`src/rtl/mem8_pkg.sv`:
```
`default_nettype none
// ============================================================================
//  Module      : mem8_pkg
//  Description : Shared widths, counter sizing and FSM state encoding for the
//                8-byte register-file access controller. The optional write
//                readback verify states exist only when MEM8_WR_VERIFY_EN is
//                defined.
//  Revision    : 1.0 - initial release
// ============================================================================
package mem8_pkg;

    localparam int ADDR_W    = 3;
    localparam int DATA_W    = 8;
    localparam int NUM_BYTES = 8;

    // Strobe down-counter width; holds STROBE_CYC-1 for STROBE_CYC in 1..4.
    localparam int CNT_W     = 2;

    typedef enum logic [2:0] {
        IDLE    = 3'd0,
        SETUP   = 3'd1,
        STROBE  = 3'd2,
        HOLD    = 3'd3
`ifdef MEM8_WR_VERIFY_EN
        ,
        VSETUP  = 3'd4,
        VSTROBE = 3'd5,
        VHOLD   = 3'd6
`endif
    } state_e;

endpackage
`default_nettype wire

```
`src/rtl/mem8_addr_dec.sv`:
```
`default_nettype none
// ============================================================================
//  Module      : mem8_addr_dec
//  Description : 3-to-8 one-hot address decoder with enable. All outputs are
//                zero when the enable is low.
//  Revision    : 1.0 - initial release
// ============================================================================
module mem8_addr_dec
    import mem8_pkg::*;
(
    input  logic                 en,
    input  logic [ADDR_W-1:0]    addr,
    output logic [NUM_BYTES-1:0] onehot
);

    // One compare per byte lane.
    for (genvar i = 0; i < NUM_BYTES; i++) begin : g_dec
        assign onehot[i] = en && (addr == ADDR_W'(i));
    end

endmodule
`default_nettype wire

```
`src/rtl/mem8_ctrl.sv`:
```
`default_nettype none
// ============================================================================
//  Module      : mem8_ctrl
//  Description : Single-request controller for eight byte registers sharing
//                active-low read/write strobes. Each access runs
//                SETUP(1) / STROBE(STROBE_CYC) / HOLD(1). All bus-side outputs
//                are registered and derived from the next state so they line
//                up with the state they belong to. Optional macro
//                MEM8_WR_VERIFY_EN adds a readback of every write
//                (VSETUP/VSTROBE/VHOLD) that pulses wr_err on a mismatch.
//  Revision    : 1.0 - initial release
// ============================================================================
module mem8_ctrl
    import mem8_pkg::*;
#(
    parameter int STROBE_CYC = 1    // strobe low time in cycles, 1..4
) (
    input  logic                 clk,
    input  logic                 rst,
    input  logic                 req_valid,
    output logic                 req_ready,
    input  logic                 req_we,
    input  logic [ADDR_W-1:0]    req_addr,
    input  logic [DATA_W-1:0]    req_wdata,
    output logic                 rsp_valid,
    output logic [DATA_W-1:0]    rsp_rdata,
    output logic                 wr_err,
    output logic [NUM_BYTES-1:0] mem_en,
    output logic                 mem_rd_bar,
    output logic                 mem_wr_bar,
    output logic [DATA_W-1:0]    mem_wdata,
    input  logic [DATA_W-1:0]    mem_rdata
);

    localparam logic [CNT_W-1:0] c_cnt_load = CNT_W'(STROBE_CYC - 1);

    state_e                 state_q,     state_d;
    logic                   we_q,        we_d;
    logic [ADDR_W-1:0]      addr_q,      addr_d;
    logic [DATA_W-1:0]      wdata_q,     wdata_d;
    logic [CNT_W-1:0]       cnt_q,       cnt_d;
    logic [DATA_W-1:0]      rsp_rdata_q, rsp_rdata_d;
    logic                   rsp_valid_q, rsp_valid_d;
    logic [NUM_BYTES-1:0]   mem_en_q,    mem_en_d;
    logic                   mem_rd_bar_q, mem_rd_bar_d;
    logic                   mem_wr_bar_q, mem_wr_bar_d;
    logic [DATA_W-1:0]      mem_wdata_q, mem_wdata_d;
`ifdef MEM8_WR_VERIFY_EN
    logic                   wr_err_q,    wr_err_d;
`endif

    logic                   handshake;
    logic                   access_d;    // byte enable asserted next cycle
    logic                   data_phase_d; // write data driven next cycle

    assign req_ready = (state_q == IDLE);
    assign handshake = req_valid && req_ready;

    // Next-state, request latching, strobe counter and read capture.
    always_comb begin
        state_d     = state_q;
        we_d        = we_q;
        addr_d      = addr_q;
        wdata_d     = wdata_q;
        cnt_d       = cnt_q;
        rsp_rdata_d = rsp_rdata_q;
`ifdef MEM8_WR_VERIFY_EN
        wr_err_d    = 1'b0;
`endif
        unique case (state_q)
            IDLE: begin
                if (handshake) begin
                    we_d    = req_we;
                    addr_d  = req_addr;
                    wdata_d = req_wdata;
                    state_d = SETUP;
                end
            end
            SETUP: begin
                cnt_d   = c_cnt_load;
                state_d = STROBE;
            end
            STROBE: begin
                if (cnt_q == '0) begin
                    state_d = HOLD;
                    // Capture on the edge that ends the last strobe cycle.
                    if (!we_q) begin
                        rsp_rdata_d = mem_rdata;
                    end
                end else begin
                    cnt_d = cnt_q - 1'b1;
                end
            end
            HOLD: begin
`ifdef MEM8_WR_VERIFY_EN
                state_d = we_q ? VSETUP : IDLE;
`else
                state_d = IDLE;
`endif
            end
`ifdef MEM8_WR_VERIFY_EN
            VSETUP: begin
                cnt_d   = c_cnt_load;
                state_d = VSTROBE;
            end
            VSTROBE: begin
                if (cnt_q == '0) begin
                    state_d  = VHOLD;
                    // Readback compared at capture; result shows in VHOLD.
                    wr_err_d = (mem_rdata != wdata_q);
                end else begin
                    cnt_d = cnt_q - 1'b1;
                end
            end
            VHOLD: begin
                state_d = IDLE;
            end
`endif
            default: begin
                state_d = IDLE;
            end
        endcase
    end

    // Bus-side output values for the state being entered.
    always_comb begin
        data_phase_d = (state_d == SETUP) || (state_d == STROBE) || (state_d == HOLD);
        access_d     = data_phase_d;
        mem_wr_bar_d = !((state_d == STROBE) && we_d);
        mem_rd_bar_d = !((state_d == STROBE) && !we_d);
`ifdef MEM8_WR_VERIFY_EN
        access_d     = data_phase_d || (state_d == VSETUP) ||
                       (state_d == VSTROBE) || (state_d == VHOLD);
        mem_rd_bar_d = mem_rd_bar_d && (state_d != VSTROBE);
`endif
        mem_wdata_d  = data_phase_d ? wdata_d : '0;
        rsp_valid_d  = (state_d == HOLD) && !we_d;
    end

    mem8_addr_dec u_addr_dec (
        .en     (access_d),
        .addr   (addr_d),
        .onehot (mem_en_d)
    );

    // FSM and registered outputs; reset aborts any transaction in flight.
    always_ff @(posedge clk or posedge rst) begin
        if (rst) begin
            state_q      <= IDLE;
            we_q         <= 1'b0;
            addr_q       <= '0;
            wdata_q      <= '0;
            cnt_q        <= '0;
            rsp_rdata_q  <= '0;
            rsp_valid_q  <= 1'b0;
            mem_en_q     <= '0;
            mem_rd_bar_q <= 1'b1;
            mem_wr_bar_q <= 1'b1;
            mem_wdata_q  <= '0;
`ifdef MEM8_WR_VERIFY_EN
            wr_err_q     <= 1'b0;
`endif
        end else begin
            state_q      <= state_d;
            we_q         <= we_d;
            addr_q       <= addr_d;
            wdata_q      <= wdata_d;
            cnt_q        <= cnt_d;
            rsp_rdata_q  <= rsp_rdata_d;
            rsp_valid_q  <= rsp_valid_d;
            mem_en_q     <= mem_en_d;
            mem_rd_bar_q <= mem_rd_bar_d;
            mem_wr_bar_q <= mem_wr_bar_d;
            mem_wdata_q  <= mem_wdata_d;
`ifdef MEM8_WR_VERIFY_EN
            wr_err_q     <= wr_err_d;
`endif
        end
    end

    assign rsp_valid  = rsp_valid_q;
    assign rsp_rdata  = rsp_rdata_q;
    assign mem_en     = mem_en_q;
    assign mem_rd_bar = mem_rd_bar_q;
    assign mem_wr_bar = mem_wr_bar_q;
    assign mem_wdata  = mem_wdata_q;
`ifdef MEM8_WR_VERIFY_EN
    assign wr_err     = wr_err_q;
`else
    assign wr_err     = 1'b0;
`endif

endmodule
`default_nettype wire
```
`config.mk`:
```
export PLATFORM = sky130hd
export DESIGN_NAME = mem8_ctrl
export DESIGN_NICKNAME = d
export VERILOG_FILES = /design/src/rtl/mem8_pkg.sv /design/src/rtl/mem8_addr_dec.sv /design/src/rtl/mem8_ctrl.sv
export SDC_FILE = /design/constraint.sdc
export NUM_CORES = 1
export LEC_CHECK = 0
export CAP_MARGIN = 20
export CORE_MARGIN = 2
export CORE_UTILIZATION = 49
export CTS_BUF_LIST = sky130_fd_sc_hd__clkbuf_8
export CTS_CLUSTER_DIAMETER = 30
export DETAILED_ROUTE_END_ITERATION = 16
export GPL_TIMING_DRIVEN = 0
export PLACE_DENSITY = 0.83
export SLEW_MARGIN = 20
export SYNTH_ARGS = -nofsm -noshare
export SYNTH_HDL_FRONTEND = slang
export SYNTH_HIERARCHICAL = 1
export SYNTH_SLANG_ARGS = --single-unit
```
`constraint.sdc`:
```
create_clock -name clk -period 4.68 [get_ports clk]
set_input_delay 0.936 -clock clk [delete_from_list [all_inputs] [get_ports clk]]
set_output_delay 0.936 -clock clk [all_outputs]
set_load 0.02 [all_outputs]
```
-- Yosys cells after proc, flatten, opt, wreduce, memory -nomap -nowiden
Index checks and enable logic that the tools add are counted.
- add/sub/neg operators: 1
- equal/unequal tests: 13
- muxes and demuxes: 12
- bitwise gates (word level): 1
- reduce and logical (&&, ||, !) cells: 23
- operator list (operator ; number):
    $mux 8 ; 3
    $eq 3x2->1 const B ; 5
    $eq 3x3->1 const B ; 4
    $logic_and 1x1->1 ; 12
    $mux 3 ; 4
    $eq 3x1->1 const B ; 3
    $pmux 3 s3 ; 1
    $logic_not 3->1 ; 2
    $pmux 2 s2 ; 1
    $logic_not 1->1 ; 3
    $reduce_and 3->1 ; 1
    $logic_not 2->1 ; 1
    $logic_or 1x1->1 ; 2
    $mux 1 ; 2
    $mux 2 ; 1
    $ne 2x2->1 const B ; 1
    $reduce_and 2->1 ; 1
    $reduce_bool 2->1 ; 1
    $sub 2x1->2 const B ; 1
    $not 1->1 ; 1
- bits in registers: 44
- output and inout bits: 29

-- Depth between registers and ports, before layout
Gate-level depths: netlist of the first run.
- depth in word-level cells: 8
- depth in mapped cells: 5
- mapped depth without buffers: 5

-- Modules after synthesis
Netlist of the first run, hierarchy kept.
- by module, submodules not included (module ; times used ; cells an instance ; area each (µm²)):
    mem8_ctrl ; 1 ; 107 ; 1637.8
    mem8_addr_dec ; 1 ; 8 ; 96.3

-- Worst setup path after synthesis of the first run
No wires, ideal clock.
- path type: input port to flip-flop
- from: input port req_valid
- to: register mem_en_q[3] (netlist: mem_en[3])
- arrival time: 1.987 ns
- required time: 4.558 ns
- slack: 2.571 ns
- cell stages on the path: 4
- path through: nor4b_2 > buf_4 > mux2_2 > and4b_2
- elaborated cells on any way between the ends: 12
- those cells by class: eq/ne: 4; mux: 4; reduce/logical: 4
- RTL lines (element ; line ; source):
    from (decl) ; mem8_ctrl.sv:20 ; input logic req_valid,
    $logic_and 1x1->1 ; mem8_ctrl.sv:57 ; assign handshake = req_valid && req_ready;
    $mux 3 ; mem8_ctrl.sv:72 ; if (handshake) begin
    $mux 3 ; mem8_ctrl.sv:70 ; unique case (state_q)
    named net addr_d[1] ; mem8_ctrl.sv:39 ; logic [ADDR_W-1:0] addr_q, addr_d;
    $eq 3x2->1 ; mem8_addr_dec.sv:18 ; assign onehot[i] = en && (addr == ADDR_W'(i));
    $logic_and 1x1->1 ; mem8_addr_dec.sv:18 ;
    named net mem_en_d[3] ; mem8_ctrl.sv:44 ; logic [NUM_BYTES-1:0] mem_en_q, mem_en_d;
    to (signal assigned) ; mem8_ctrl.sv:171 ; mem_en_q <= mem_en_d;
    to (decl) ; mem8_ctrl.sv:44 ;
The timed path passes the listed nets, and every way through them passes these cells.
A chain may end at the register's enable or synchronous reset.

-- Worst setup path in the final report of the first run
- from: register state_q[0]
- to: output port req_ready
- longest elaborated chain between the ends: 1
- RTL lines (element ; line ; source):
    from (decl) ; mem8_ctrl.sv:37 ; state_e state_q, state_d;
    from (signal assigned) ; mem8_ctrl.sv:164 ; state_q <= state_d;
    $logic_not 3->1 ; mem8_ctrl.sv:56 ; assign req_ready = (state_q == IDLE);
    to (decl) ; mem8_ctrl.sv:21 ; output logic req_ready,
Every way passes these cells.

==> impl_metrics.env, run 1 <==
export IMPL_power_w=0.00105
export IMPL_h_tree_depth=2
export IMPL_dieHeight_um=63.5
export IMPL_final_cell_area_um2=2410
export IMPL_ys_types=26
export IMPL_cts_sinks=44
export IMPL_fin_skew_ns=0.00273
export IMPL_grt_pass1_vias=1191
export IMPL_grt_max_degree=32
export IMPL_post_drt_via_cell_ratio=5.08
export IMPL_crit_path_frequent_cell="buf_6"
export IMPL_hpwl_mm=2.47
export IMPL_slew_violations=0
export IMPL_grt_overflow_total=0
export IMPL_synth_fa_ha_area_share_pct=0.722
export IMPL_synth_xor_area_share_pct=0
export IMPL_worstRegToRegCells=5
export IMPL_setup_violations=0
export IMPL_cp_depth=5
export IMPL_cp_max_fo=10
export IMPL_num_antenna_cells=0
export IMPL_synth_warnings=6
export IMPL_critPathTopFamily="buffers and inverters"
export IMPL_numCtsBuffers=5
export IMPL_synthArstFlopShare_pct=100
export IMPL_ir_drop_mv=0.247
export IMPL_worstPathCellList="buf_6, or2_1, buf_6, nor2_1, clkdlybuf4s50_1"
export IMPL_cp_required_ns=3.74
export IMPL_critical_path_slowest_cell="clkdlybuf4s50_1"
export IMPL_layout_drive_gt1_share_pct=27.4
export IMPL_slew_headroom_pct=47.5
export IMPL_yosys_area_share_simple_pct=11.4
export IMPL_ys_top_cells_by_area="dfrtp_1 (61%), mux2_2 (13%), a22o_1 (5.1%)"
export IMPL_maxCapViolations=0
export IMPL_endpoint_kind="primary output"
export IMPL_rsz0062_at_grt="false"
export IMPL_hold_class="reg2reg"
export IMPL_outcome="finished clean"
export IMPL_max_freq_ghz=0.356
export IMPL_period_share_pct=60.1
export IMPL_dp_slack_ns=1.87
export IMPL_hold_viol=0
export IMPL_gp_congestion=0.674
export IMPL_synth_area_leader_cell="dfrtp_1"
export IMPL_synth_compound_area_share_pct=7.65
export IMPL_fillCellCount=246
export IMPL_clk_pin_slew_ns=0.08
export IMPL_ys_seq_area_share_pct=63.6
export IMPL_io_pins=52
export IMPL_initial_core_util_pct=51.6
export IMPL_final_setup_tns_ns=0
export IMPL_cp_start_kind="register"
export IMPL_die_x_um=63.5
export IMPL_avgRoutedWirePerCell_um=14.7
export IMPL_antenna_found_initial=0
export IMPL_via_count=1123
export IMPL_wirelength_mm=3.24
export IMPL_cts_resized=0
export IMPL_synth_most_common_cell="dfrtp_1"
export IMPL_synth_top_area_share_pct=60.6
export IMPL_cts_setup_buffers=0
export IMPL_syn_avg_cell_area_um2=15.1
export IMPL_ctsHoldBuffers=0
export IMPL_coreArea_um2=3360
export IMPL_drtIter0Drc=46
export IMPL_power_density_nw_per_um2=436
export IMPL_min_period_ns=2.81
export IMPL_synth_seq_cells=44
export IMPL_final_core_util_pct=71.7
export IMPL_netlist_instances=115
export IMPL_dieArea_um2=4030
export IMPL_io_buffers=50
export IMPL_drc_errors=0
export IMPL_clockBufferDepth=2
export IMPL_grtUsageTotal_pct=18.3
export IMPL_cts_tree="built"
export IMPL_worstSetupPathType="reg2out"
export IMPL_cpPeakStageDelay_ns=0.61
export IMPL_arrival_ns=1.88
export IMPL_placed_cell_area_um2=2320
export IMPL_synth_ff_type="dfrtp_1"
export IMPL_antenna_left=0
export IMPL_synth_top_family_by_area="multiplexers"
export IMPL_cts_root_buf="clkbuf_8"
export IMPL_power_leakage_nw=1.04
export IMPL_rows=21
export IMPL_syn_area_um2=1730
export IMPL_final_nets=198
export IMPL_synth_enable_flop_cells=0
export IMPL_tightest_slew_ns=0.788
export IMPL_grt_pass1_wl_mm=5.52
export IMPL_path_buf_inv=3
export IMPL_drtPass1Iterations=4
export IMPL_synthTopCellsByCount="dfrtp_1 (42), mux2_2 (20), a22o_1 (10)"
export IMPL_hold_depth=1
export IMPL_synthMuxAreaShare_pct=13.0
export IMPL_clk_latency_ns=0.29
export IMPL_syn_to_final_growth_pct=39.0
export IMPL_setup_ws_ns=1.87
-- kinds of logic (layout without fill, tap and decap cells) --
family	Yosys count	in the layout
simple gates	23	23
mux	20	20
other cells	1	2
buf+inv	9	68
compound gates	17	17
fa+ha+maj	1	1
flops	44	44
-- final timing paths --
kind | from | end | slack, ns
max | state_q[0] | req_ready | 1.87
max in group asynchronous | rst | mem_rd_bar | 3.27
min | wdata_q[4] | mem_wdata[4] | 0.51
min in group asynchronous | rst | mem_en[7] | 0.90
min reg2reg | wdata_q[4] | mem_wdata[4] | 0.51
max reg2reg | state_q[0] | mem_en[6] | 2.80
-- placed cells by master (no fill, tap or decap), types with 2 or more instances in the layout --
cell / n
clkbuf_8: 6
nand2_1: 4
buf_2: 2
and4b_2: 3
and4bb_2: 3
inv_1: 3
nand2b_1: 4
dfrtp_1: 42
buf_4: 2
a22o_1: 10
dfstp_2: 2
buf_6: 2
a21oi_1: 3
conb_1: 2
o31ai_1: 2
mux2_2: 20
clkdlybuf4s50_1: 50
nor4b_2: 2
-- registers in the layout, indices dropped and copies added, names as in the netlist --
register    count
addr_q          3
cnt_q           2
mem_en          8
mem_rd_bar      1
mem_wdata       8
mem_wr_bar      1
rsp_rdata       8
rsp_valid       1
state_q         3
wdata_q         8
we_q            1
-- metrics by stage --
stage	hold WS [ns]	std cells
after global placement	0.479	212
after detailed placement	0.488	213
after CTS	0.506	221
after global routing	0.523	221
final	0.505	221
after floorplan	0.469	116
-- per-layer routing --
layer  vias to the layer above  wire, um  GRT usage [%]
met5                         -         0              0
met4                         0        44           8.42
met3                         5       204           7.86
met2                        26      1800           30.8
met1                       562      1190           19.8
li1                        530         -              -
-- final cells by class --
| class | count | area (um^2) | share of cell area, % |
|---|---|---|---|
| multi-input cells | 63 | 576 | 23.9 |
| flip-flops and latches | 44 | 1100 | 45.8 |
| clock inverters | 2 | 11.3 | 0.467 |
| well taps | 46 | 57.6 | 2.39 |
| plain buffers | 6 | 47.5 | 1.97 |
| clock buffers | 6 | 82.6 | 3.43 |
| repair buffers | 51 | 520 | 21.6 |
| inverters | 3 | 11.3 | 0.467 |
-- power by group --
part	switching, W	leakage, nW	internal [W]	total, W
registers	0.0000357	0.557	0.000457	0.000493
clock network	0.000122	0.0486	0.000118	0.000239
logic	0.000145	0.435	0.000173	0.000318
total	0.000302	1.04	0.000748	0.00105
(Power assumes the default switching activity.)
==> run 2: changes to the inputs <==
--- a/config.mk
+++ b/config.mk
@@ -7,12 +7,12 @@
 export LEC_CHECK = 0
 export CAP_MARGIN = 20
 export CORE_MARGIN = 2
-export CORE_UTILIZATION = 49
+export CORE_UTILIZATION = 43
 export CTS_BUF_LIST = sky130_fd_sc_hd__clkbuf_8
 export CTS_CLUSTER_DIAMETER = 30
 export DETAILED_ROUTE_END_ITERATION = 16
 export GPL_TIMING_DRIVEN = 0
-export PLACE_DENSITY = 0.83
+export PLACE_DENSITY = 0.77
 export SLEW_MARGIN = 20
 export SYNTH_ARGS = -nofsm -noshare
 export SYNTH_HDL_FRONTEND = slang
==> constraint.sdc (replaced) <==
create_clock -name clk -period 2.54 [get_ports clk]
set_input_delay 0.508 -clock clk [delete_from_list [all_inputs] [get_ports clk]]
set_output_delay 0.508 -clock clk [all_outputs]
set_load 0.02 [all_outputs]
==> run 2 against run 1 <==
Non-clock buffer count stayed put. Clock power up 80%. Total power is 84% higher. Clock skew rose by 0.0022 ns. Utilization is 10 points lower. Register-to-register slack got worse by 2.2 ns. Sequential cell count did not move. Routed wire length is 3.6% higher. Clock-buffer cell count is the same. Critical path type unchanged. Largest cell class unchanged.
==> impl_metrics.env, run 2 (same netlist as run 1, synthesis figures left out) <==
export IMPL_final_cell_mix="clkdlybuf4s50_1 (50), dfrtp_1 (42), mux2_2 (20)"
export IMPL_power_w=0.00193
export IMPL_grt_max_degree=32
export IMPL_fin_skew_ns=0.00490
export IMPL_setup_violations=0
export IMPL_drtIter0Drc=68
export IMPL_grt_pass1_vias=1179
export IMPL_cts_sinks=44
export IMPL_cts_setup_buffers=0
export IMPL_power_leakage_nw=1.05
export IMPL_num_antenna_cells=0
export IMPL_gp_congestion=0.673
export IMPL_setup_ws_ns=0.157
export IMPL_endpoint_kind="primary output"
export IMPL_clk_latency_ns=0.29
export IMPL_h_tree_depth=2
export IMPL_slew_violations=0
export IMPL_drc_errors=0
export IMPL_rsz0062_at_grt="false"
export IMPL_worstSetupPathType="reg2out"
export IMPL_dieHeight_um=67.5
export IMPL_fillCellCount=290
export IMPL_dp_slack_ns=0.152
export IMPL_power_density_nw_per_um2=800
export IMPL_hold_viol=0
export IMPL_grt_pass1_wl_mm=5.40
export IMPL_maxCapViolations=0
export IMPL_cts_tree="built"
export IMPL_cp_required_ns=2.03
export IMPL_grtUsageTotal_pct=16.4
export IMPL_clock_power_share_pct=22.3
export IMPL_cp_start_kind="register"
export IMPL_combPwrFrac_pct=30.7
export IMPL_final_common_cell="clkdlybuf4s50_1"
export IMPL_ctsHoldBuffers=0
export IMPL_max_freq_ghz=0.420
export IMPL_antenna_found_initial=0
export IMPL_drtPass1Iterations=4
export IMPL_coreArea_um2=3940
export IMPL_post_drt_via_cell_ratio=5.01
export IMPL_avgRoutedWirePerCell_um=14.9
export IMPL_layout_drive_gt1_share_pct=26.9
export IMPL_io_buffers=50
export IMPL_min_period_ns=2.38
export IMPL_syn_to_final_growth_pct=39.0
export IMPL_cts_resized=0
export IMPL_final_setup_tns_ns=0
export IMPL_numCtsBuffers=5
export IMPL_period_share_pct=93.8
export IMPL_clk_pin_slew_ns=0.08
export IMPL_clockBufferDepth=2
export IMPL_grt_overflow_total=0
export IMPL_cp_max_fo=10
export IMPL_p_int_w=0.00137
export IMPL_power_switching_w=0.000553
export IMPL_io_pins=52
export IMPL_outcome="finished clean"
export IMPL_final_nets=198
export IMPL_initial_core_util_pct=44.0
export IMPL_pwr_share_seq_pct=47.0
export IMPL_dieArea_um2=4560
export IMPL_via_count=1127
export IMPL_tightest_slew_ns=0.759
export IMPL_ir_drop_mv=0.432
export IMPL_antenna_left=0
export IMPL_p_sw_share_pct=28.7
export IMPL_cts_root_buf="clkbuf_8"
export IMPL_hpwl_mm=2.52
export IMPL_hold_class="in2async"
export IMPL_arrival_ns=1.87
export IMPL_rows=23
export IMPL_slew_headroom_pct=49.1
export IMPL_die_x_um=67.5
export IMPL_wirelength_mm=3.36
-- run 2: changes by cell type in the layout (fill, tap and decap cells not counted), sizes merged --
cell / delta
clkinvlp: -1
inv: +1
-- run 2: through the flow --
stage	std cells	area [um^2]	util [%]	hold WS, ns
2_1_floorplan	116	1740	-	0.469
3_3_place_gp	216	2300	58.4	0.478
3_5_place_dp	217	2320	58.9	0.492
4_1_cts	225	2410	61.2	0.498
5_1_grt	225	2410	61.2	0.502
6_report	225	2410	61.2	0.495
-- run 2: worst paths after layout --
kind,startpoint,endpoint,slack [ns],depth (start not counted)
setup / recovery,state_q[0],req_ready,0.16,5
hold / removal,rst,mem_en[2],0.50,2
setup reg to reg,state_q[0],mem_en[0],0.64,5
hold reg to reg,wdata_q[4],mem_wdata[4],0.51,1
max in group asynchronous,rst,mem_rd_bar,1.52,3
min in group clk,wdata_q[4],mem_wdata[4],0.51,1
-- run 2: power by group through the flow --
stage / clock, W / combinational [W] / sequential, W
6_report: 0.000430 / 0.000591 / 0.000906
3_3_place_gp: 0 / 0.000575 / 0.000915
5_1_grt: 0.000476 / 0.000626 / 0.000922
2_1_floorplan: 0 / 0.000209 / 0.00103
4_1_cts: 0.000446 / 0.000598 / 0.000908
3_5_place_dp: 0 / 0.000596 / 0.000922
-- run 2: routing by layer --
layer	vias to the layer above	GRT usage, %	part of all wire (%)
li1	530	-	-
met2	20	27.5	57
met1	575	18.7	39
met5	-	0	0
met3	2	5.17	3.9
met4	0	8.93	0.63
-- run 2: cell type report --
class                           instances  area [um^2]  share of cell area (%)
Buffer                                  6         47.5                    1.97
Multi-Input combinational cell         63          576                    23.9
Tap cell                               50         62.6                    2.59
Inverter                                3         11.3                   0.467
Timing Repair Buffer                   51          520                    21.6
Clock buffer                            6         82.6                    3.43
Clock inverter                          2         7.51                   0.311
Sequential cell                        44         1100                    45.8
-- run 2: critical path: stages (launching register included) --
cell             delay (ns)
dfrtp_1                0.38
buf_6                  0.14
or2_1                  0.23
buf_6                  0.13
nor2_1                 0.10
clkdlybuf4s50_1        0.61
